**src/rtl/counter_ctrl_pkg.sv**
```systemverilog
// rtl/counter_ctrl_pkg.sv - shared encodings for the counter sequencer
// Purpose: FSM state encoding and run-mode constants shared by the
// sequencer and its testbench.
// Ports: none (package).
package counter_ctrl_pkg;

    typedef enum logic {
        ST_IDLE = 1'b0,
        ST_RUN  = 1'b1
    } state_t;

    localparam logic MODE_ONESHOT  = 1'b0;
    localparam logic MODE_PERIODIC = 1'b1;

endpackage : counter_ctrl_pkg

```
**src/rtl/up_counter_core.sv**
```systemverilog
// rtl/up_counter_core.sv - synchronous up-counter datapath with clear/enable
// Purpose: plain up-counter stepped by the sequencer.
// Ports:
//   clk    - rising-edge clock
//   reset  - synchronous active-high reset, count to 0
//   clear  - synchronous clear to 0, wins over enable
//   enable - increment by one
//   count  - registered counter value
module up_counter_core #(
    parameter int WIDTH = 4
) (
    input  logic             clk,
    input  logic             reset,
    input  logic             clear,
    input  logic             enable,
    output logic [WIDTH-1:0] count
);

    logic [WIDTH-1:0] count_q;

    always_ff @(posedge clk) begin
        if (reset) begin
            count_q <= '0;
        end else if (clear) begin
            count_q <= '0;
        end else if (enable) begin
            count_q <= count_q + 1'b1;
        end
    end

    assign count = count_q;

endmodule : up_counter_core

```
**src/rtl/counter_sched_ctrl.sv**
```systemverilog
// rtl/counter_sched_ctrl.sv - prescaled one-shot/periodic counter sequencer
// Purpose: latches terminal value, prescale and mode on start, steps the
// counter every prescale+1 clocks and pulses tick on each terminal wrap.
// One-shot runs end after the first wrap with a done pulse.
// Ports:
//   clk, reset         - clock, synchronous active-high reset
//   start, stop        - control pulses (stop wins when both are high)
//   mode               - 0 one-shot, 1 periodic (sampled at start)
//   target, prescale   - terminal count and divider (sampled at start)
//   busy               - high while running
//   count              - current counter value
//   tick, done         - one-cycle event pulses
module counter_sched_ctrl
    import counter_ctrl_pkg::*;
#(
    parameter int WIDTH = 4,
    parameter int PRE_W = 4
) (
    input  logic             clk,
    input  logic             reset,
    input  logic             start,
    input  logic             stop,
    input  logic             mode,
    input  logic [WIDTH-1:0] target,
    input  logic [PRE_W-1:0] prescale,
    output logic             busy,
    output logic [WIDTH-1:0] count,
    output logic             tick,
    output logic             done
);

    state_t           state_q, state_d;
    logic             mode_q, mode_d;
    logic [WIDTH-1:0] target_q, target_d;
    logic [PRE_W-1:0] pre_q, pre_d;
    logic [PRE_W-1:0] presc_q, presc_d;
    logic             tick_q, tick_d;
    logic             done_q, done_d;
    logic             clear, enable;
    logic             step, at_term;

    up_counter_core #(.WIDTH(WIDTH)) u_core (
        .clk    (clk),
        .reset  (reset),
        .clear  (clear),
        .enable (enable),
        .count  (count)
    );

    assign step    = (state_q == ST_RUN) && (presc_q == pre_q);
    assign at_term = (count == target_q);

    always_ff @(posedge clk) begin
        if (reset) begin
            state_q  <= ST_IDLE;
            mode_q   <= 1'b0;
            target_q <= '0;
            pre_q    <= '0;
            presc_q  <= '0;
            tick_q   <= 1'b0;
            done_q   <= 1'b0;
        end else begin
            state_q  <= state_d;
            mode_q   <= mode_d;
            target_q <= target_d;
            pre_q    <= pre_d;
            presc_q  <= presc_d;
            tick_q   <= tick_d;
            done_q   <= done_d;
        end
    end

    // stop dominates start and any step due at the same edge
    always_comb begin
        state_d = state_q;
        if (stop) begin
            state_d = ST_IDLE;
        end else if (start) begin
            state_d = ST_RUN;
        end else if (step && at_term && (mode_q == MODE_ONESHOT)) begin
            state_d = ST_IDLE;
        end
    end

    // A start (or restart) discards any step due at that edge.
    always_comb begin
        mode_d   = mode_q;
        target_d = target_q;
        pre_d    = pre_q;
        presc_d  = presc_q;
        tick_d   = 1'b0;
        done_d   = 1'b0;
        clear    = 1'b0;
        enable   = 1'b0;
        if (!stop) begin
            if (start) begin
                mode_d   = mode;
                target_d = target;
                pre_d    = prescale;
                presc_d  = '0;
                clear    = 1'b1;
            end else if (state_q == ST_RUN) begin
                if (step) begin
                    presc_d = '0;
                    if (at_term) begin
                        clear  = 1'b1;
                        tick_d = 1'b1;
                        done_d = (mode_q == MODE_ONESHOT);
                    end else begin
                        enable = 1'b1;
                    end
                end else begin
                    presc_d = presc_q + 1'b1;
                end
            end
        end
    end

    assign busy = (state_q == ST_RUN);
    assign tick = tick_q;
    assign done = done_q;

endmodule : counter_sched_ctrl

```
**config.mk**
```make
export PLATFORM = sky130hd
export DESIGN_NAME = counter_sched_ctrl
export DESIGN_NICKNAME = d
export VERILOG_FILES = /design/src/rtl/counter_ctrl_pkg.sv /design/src/rtl/up_counter_core.sv /design/src/rtl/counter_sched_ctrl.sv
export SDC_FILE = /design/constraint.sdc
export NUM_CORES = 1
export LEC_CHECK = 0
export BUFFER_PORTS_ARGS = -buffer_cell sky130_fd_sc_hd__buf_2
export CAP_MARGIN = 25
export CORE_AREA = 2 2 45 47
export DETAILED_ROUTE_END_ITERATION = 6
export DIE_AREA = 0 0 47 49
export PLACE_DENSITY_LB_ADDON = 0.25
export SETUP_SLACK_MARGIN = 0.05
export SYNTH_ARGS = -nofsm -noshare
export SYNTH_HDL_FRONTEND = slang
export SYNTH_HIERARCHICAL = 1
export SYNTH_SLANG_ARGS = --single-unit
```
**constraint.sdc**
```tcl
create_clock -name clk -period 4.77 [get_ports clk]
set_clock_uncertainty 0.2 [all_clocks]
set_input_delay 0 -clock clk [delete_from_list [all_inputs] [get_ports clk]]
set_output_delay 0 -clock clk [all_outputs]
set_load 0.02 [all_outputs]
```
==> results of run 1 <==
-- path summary, 6_finish.rpt --
kind / to / slack (ps) / start
hold reg to reg: done / 300 / mode_q
hold / removal: done / 300 / mode_q
setup / recovery: u_core/count[3] / 1890 / presc_q[0]
setup reg to reg: u_core/count[3] / 1890 / presc_q[0]
-- critical path, delay by kind of cell, from the launching register on --
kind	cells	cell delay [ps]
flops	1	440
compound gates	2	630
mux	1	350
simple gates	3	1150
-- per-layer routing --
metal  GRT usage  part of all wire  vias up
li1            -                 -      467
met1       0.256              0.41      423
met2       0.418              0.55       20
met3      0.0259             0.026        4
met4      0.0787             0.015        0
met5           0                 0        -
-- registers in the layout, indices dropped and copies added (netlist names) --
register	count
tick	1
mode_q	1
pre_q	4
u_core/count	4
target_q	4
presc_q	4
busy	1
done	1
-- timing repair --
action / CTS / global route
hold buffers: 22 / 0
setup endpoints to repair: 0 / 0
endpoints found under the hold margin: 14 / 0
-- stage by stage --
| step | util | hold slack, ps |
|---|---|---|
| 6_report | 0.698 | 296 |
| 3_3_place_gp | 0.567 | 40.7 |
| 3_5_place_dp | 0.567 | 46.4 |
| 2_1_floorplan | - | -64.0 |
| 5_1_grt | 0.698 | 325 |
| 4_1_cts | 0.698 | 299 |
-- cells by family (layout without fill, tap and decap cells) --
group | Yosys count | after routing | synth area share
AO/OA/AOI/OAI | 22 | 22 | 0.169
XOR/XNOR | 7 | 7 | 0.0646
adder cells (fa/ha/maj) | 2 | 2 | 0.0263
buffers and inverters | 10 | 49 | 0.0567
flip-flops | 20 | 20 | 0.422
multiplexers | 3 | 3 | 0.0329
AND/OR/NAND/NOR | 46 | 46 | 0.229
-- layout by cell type (no fill, tap or decap), types with 2 or more instances in the layout --
| cell type | netlist | final |
|---|---|---|
| a21oi_1 | 10 | 10 |
| a32o_1 | 2 | 2 |
| buf_2 | 0 | 19 |
| clkbuf_4 | 0 | 3 |
| dfxtp_1 | 20 | 20 |
| dlygate4sd3_1 | 0 | 22 |
| ha_1 | 2 | 2 |
| inv_1 | 5 | 5 |
| mux2i_1 | 2 | 2 |
| nand2_1 | 21 | 21 |
| nand2b_1 | 2 | 2 |
| nand4_1 | 2 | 2 |
| nor2_1 | 7 | 7 |
| nor3_1 | 4 | 4 |
| nor4_1 | 2 | 2 |
| xnor2_1 | 6 | 6 |
-- layout make-up --
type                       count  area share
inverter                       5      0.0146
clock buffer                   3      0.0175
multi-input combinational     80       0.385
tap                           27      0.0263
sequential                    20       0.311
timing repair buffer          41       0.245
-- where the power goes --
| group | leakage [nW] | internal (mW) | switching [mW] | total [mW] |
|---|---|---|---|---|
| sequential | 0.162 | 0.171 | 0.00369 | 0.175 |
| combinational | 0.374 | 0.0232 | 0.0211 | 0.0443 |
| clock | 0.0138 | 0.0294 | 0.0476 | 0.0770 |
| total | 0.550 | 0.224 | 0.0723 | 0.296 |
==> summary.md, run 1 <==
| Metric | Value |
|---|---|
| DRT Pass-1 Iters | `4` |
| FF+latch area | `400 sq um` |
| Via count | `914` |
| Final WS setup | `1890 ps` |
| Unrepaired setup endpoints after global routing | `no` |
| Die H | `49 microns` |
| PnR Total Power | `0.296 mW` |
| Top-count cell post-synth | `nand2_1` |
| Finished Cell Area | `1290 sq um` |
| Post-cts sizing count | `0` |
| Yosys cell types | `37` |
| Worst-path clk slew | `100 ps` |
| Tmin final | `2880 ps` |
| Max Freq | `0.347 GHz` |
| Mapped Nets | `125` |
| Worst-path cell chain | `or2b_1, o2111ai_1, a2111o_1, nor4_1, nand4_1, mux2_1` |
| Netlist Area Pre-Place | `950 sq um` |
| Area of the multi-input gates | `495 sq um` |
| TritonCTS Buffers | `3` |
| Port Buffer Count | `19` |
| Die X | `47 microns` |
| Hold Vio Cnt, Final | `0` |
| GP Congestion | `0.861` |
| Peak VDD IR | `0.000157 V` |
| Worst Path Required | `4760 ps` |
| Placed cell area | `1040 sq um` |
| Synthesis-to-layout area growth | `35.4%` |
| Setup TNS | `0 ps` |
| WL/cell | `12.8 microns` |
| Vias in the first global route | `905` |
| Slew Limit Fails | `0` |
| Pwr dens | `230 nW/um^2` |
| Core Area | `1840 sq um` |
| Setup crit end kind | `flop` |
| Max stage delay on crit path | `820 ps` |
| Status | `completed` |
| Root Driver | `clkbuf_4` |
| Worst Path Max Fanout | `9` |
| Tcrit/Tclk final | `0.605` |
| Final std cells w/o fill | `176` |
| Seq/Total Area, Yosys | `0.422` |
| Class of the worst hold path | `flop to flop` |
| Top post-synthesis cells by area | `dfxtp_1 42%, nand2_1 8.3%, xnor2_1 5.5%, a21oi_1 5.3%, nor2_1 2.8%` |
| Post-Place Cells | `151` |
| Worst Hold Depth | `1` |
| Nets | `166` |
| Worst Reg-to-Reg Cells | `6` |
| CP max stage cell | `nor4_1` |
| WS Path Type | `flop to flop` |
| Later-pin clock latency in the skew report | `290 ps` |
| Final Setup Violations | `0` |
| GRT Total Usage | `0.228` |
| Worst-margin pin slew | `951 ps` |
| Post-Synthesis Cells | `110` |
| Max-cap violations | `0` |
| Number of core rows | `16` |
| Slew Limit Headroom | `0.360` |
| Startpoint types | `flop` |
| Most common library cells after synthesis | `21 x nand2_1, 20 x dfxtp_1, 10 x a21oi_1` |
| Max Root-Sink Buffers | `2` |
| Initial antenna violation count | `0` |
| Post-CTS Setup Bufs | `0` |
| I/O pin total | `20` |
| Clock sinks | `20` |
| DRT Wirelength | `2.26 mm` |
| Leak | `0.550 nW` |
| Ant. Diodes | `0` |
| Post-place setup slack | `1930 ps` |
| Most used DFF post-synth | `dfxtp_1` |
| Post-synth EDFFs | `0` |
| Detailed placement HPWL | `1.38 mm` |
| Initial Utilization | `0.516` |
| Fillers | `159` |
| #FFs+latches synth | `20` |
| Total die area | `2300 sq um` |
| CTS tree | `yes` |
| Drt via density | `5.19` |
| Largest net degree at the start of global routing | `17` |
| Routed Antenna Nets | `0` |
| Initial DRC Count | `13` |
| Share of layout cells above drive strength 1 | `0.174` |
| Clock H-tree levels | `1` |
| First-pass GRT wire length | `3.83 mm` |
| DRC | `0` |
| Yosys top cell area share | `0.422` |
| Grt ovf | `0` |
| Syn_area_per_cell | `8.63 sq um` |
| Async SR Flop Fraction | `0` |
| Synth Warn # | `6` |
| Worst Path Arrival | `2870 ps` |
| Area leader, netlist | `dfxtp_1` |
Power figures use the tool's default switching activity.
==> run 2, diff against run 1 <==
--- a/config.mk
+++ b/config.mk
@@ -7,9 +7,9 @@
 export LEC_CHECK = 0
 export BUFFER_PORTS_ARGS = -buffer_cell sky130_fd_sc_hd__buf_2
 export CAP_MARGIN = 25
-export CORE_AREA = 2 2 45 47
+export CORE_AREA = 2 2 46 48
 export DETAILED_ROUTE_END_ITERATION = 6
-export DIE_AREA = 0 0 47 49
+export DIE_AREA = 0 0 48 50
 export PLACE_DENSITY_LB_ADDON = 0.25
 export SETUP_SLACK_MARGIN = 0.05
 export SYNTH_ARGS = -nofsm -noshare
==> constraint.sdc (replaced) <==
create_clock -name clk -period 2.8 [get_ports clk]
set_clock_uncertainty 0.2 [all_clocks]
set_input_delay 0 -clock clk [delete_from_list [all_inputs] [get_ports clk]]
set_output_delay 0 -clock clk [all_outputs]
set_load 0.02 [all_outputs]
==> run 2 against run 1 <==
Global-route usage decreased by 1.6 points. Sequential share of layout area decreased by 0.18 points. Die area increased by 4.2%. Combinational power increased by 67%. Critical path type unchanged. Largest cell class unchanged. Highest routed layer unchanged.
==> summary.md, run 2 (synthesis results as in run 1) <==
| Metric | Value |
|---|---|
| Status | `completed` |
| Detailed placement HPWL | `1.39 mm (+0.71%)` |
| Ant. Diodes | `0 (unchanged)` |
| Worst-path cell chain | `or2b_1, o2111ai_1, a2111o_1, o41a_1, dlygate4sd3_1` |
| Routed Antenna Nets | `0 (unchanged)` |
| Share of layout cells above drive strength 1 | `0.180 (+0.00550)` |
| Initial Utilization | `0.499 (-0.0163)` |
| Max Root-Sink Buffers | `2 (unchanged)` |
| Fillers | `156 (-1.9%)` |
| Final core occ | `0.680 (-0.0181)` |
| Setup crit end kind | `flop` |
| Clock sinks | `20 (unchanged)` |
| Grt ovf | `0 (unchanged)` |
| Slew Limit Fails | `0 (unchanged)` |
| Later-pin clock latency in the skew report | `300 ps (about the same)` |
| Vias in the first global route | `858 (-5.2%)` |
| Nets | `167 (+0.60%)` |
| Final Setup Violations | `0 (unchanged)` |
| Worst-margin pin slew | `547 ps (-404 ps)` |
| Largest net degree at the start of global routing | `17 (unchanged)` |
| Worst Path Arrival | `2450 ps (-420 ps)` |
| Startpoint types | `flop` |
| I/O pin total | `20 (unchanged)` |
| Initial antenna violation count | `0 (unchanged)` |
| Port Buffer Count | `19 (unchanged)` |
| Setup TNS | `0 ps (unchanged)` |
| Core Area | `1900 sq um (+3.3%)` |
| Number of core rows | `16 (unchanged)` |
| Worst Path Required | `2800 ps (-1960 ps)` |
| Pwr dens | `392 nW/um^2 (+70%)` |
| Synthesis-to-layout area growth | `36.2%` |
| Drt via density | `5.15 (-0.78%)` |
| Worst-path clk slew | `110 ps (about the same)` |
| Final std cells w/o fill | `177 (+0.57%)` |
| Max-cap violations | `0 (unchanged)` |
| Die H | `50 microns (+2.0%)` |
| Tmin final | `2440 ps (-442 ps)` |
| Unrepaired setup endpoints after global routing | `no` |
| CTS tree | `yes` |
| Tcrit/Tclk final | `0.872 (+0.268)` |
| R2R Setup Slk | `360 ps (-1530 ps)` |
| First-pass GRT wire length | `3.64 mm (-4.9%)` |
| TritonCTS Buffers | `3 (unchanged)` |
| DRT Pass-1 Iters | `4 (unchanged)` |
| WL/cell | `11.9 microns (-7.1%)` |
| GRT Total Usage | `0.212 (-0.0163)` |
| Total die area | `2400 sq um (+4.2%)` |
| Max Freq | `0.409 GHz (+18%)` |
| DRC | `0 (unchanged)` |
| Clock H-tree levels | `1 (unchanged)` |
| CP max stage cell | `dlygate4sd3_1` |
| Leak | `0.555 nW (+0.99%)` |
| Slew Limit Headroom | `0.635 (+0.275)` |
| Root Driver | `clkbuf_4` |
| Peak VDD IR | `0.000262 V (+67%)` |
| Die X | `48 microns (+2.1%)` |
| Hold Vio Cnt, Final | `0 (unchanged)` |
| WS Path Type | `flop to flop` |
| Worst Path Max Fanout | `9 (unchanged)` |
| PnR Total Power | `0.507 mW (+71%)` |
| Max stage delay on crit path | `550 ps (-270 ps)` |
| Class of the worst hold path | `flop to flop` |
| GP Congestion | `0.853 (-0.96%)` |
| Initial DRC Count | `18 (+5)` |
| DRT Wirelength | `2.11 mm (-6.6%)` |
| Most frequent cells in the layout | `22 x dlygate4sd3_1, 21 x nand2_1, 20 x dfxtp_1, 19 x buf_2, 10 x a21oi_1` |
| Post-Place Cells | `152 (+0.66%)` |
| Commonest non-fill, non-tap cell in the layout | `dlygate4sd3_1` |
| Via count | `912 (-0.22%)` |
| Post-cts sizing count | `0 (unchanged)` |
run 2: changes by cell type in the layout (fill, tap and decap cells not counted):
cell	change
buf_4	+1
run 2: routing by layer:
layer  track usage  wire length, microns
met2         0.356                  1100
met3        0.0220                    71
met1         0.253                   884
met5             0                     0
met4         0.108                    52
run 2: where the power goes:
part           total [mW]  internal, mW  switching [mW]  leakage (nW)
logic              0.0738        0.0397          0.0341         0.379
clock network       0.136        0.0503          0.0853        0.0138
registers           0.298         0.292         0.00624         0.162
run 2: path summary, 6_finish.rpt:
check / startpoint / depth (start not counted) / end
worst min-delay path: mode_q / 1 / done
worst max-delay path: presc_q[0] / 5 / busy
worst max register to register: presc_q[0] / 5 / busy
worst min register to register: mode_q / 1 / done
run 2: area by class of cell:
class / instances / area, sq um / area share
Timing Repair Buffer: 42 / 323 / 0.250
Tap cell: 27 / 33.8 / 0.0261
Sequential cell: 20 / 400 / 0.309
Multi-Input combinational cell: 80 / 495 / 0.383
Clock buffer: 3 / 22.5 / 0.0174
Inverter: 5 / 18.8 / 0.0145
run 2: metrics by stage:
| stage | hold slack (ps) | cell area [sq um] | worst slack (ps) |
|---|---|---|---|
| 3_5_place_dp | 47.5 | 1050 | 459 |
| 4_1_cts | 284 | 1290 | 353 |
| 3_3_place_gp | 42.1 | 1050 | 573 |
| 5_1_grt | 319 | 1290 | 214 |
| 6_report | 290 | 1290 | 357 |
| 2_1_floorplan | -64.0 | 950 | 202 |
run 2: timing repair:
item                      CTS  global route
hold buffers               22             0
buffers inserted            0             0
hold endpoints to repair   15             0
run 2: worst max-delay path: cells and delay by family (launching register included):
kind / cells / cell delay (ps)
AND/OR/NAND/NOR: 1 / 130
buffers and inverters: 1 / 550
flip-flops: 1 / 430
AO/OA/AOI/OAI: 3 / 1030
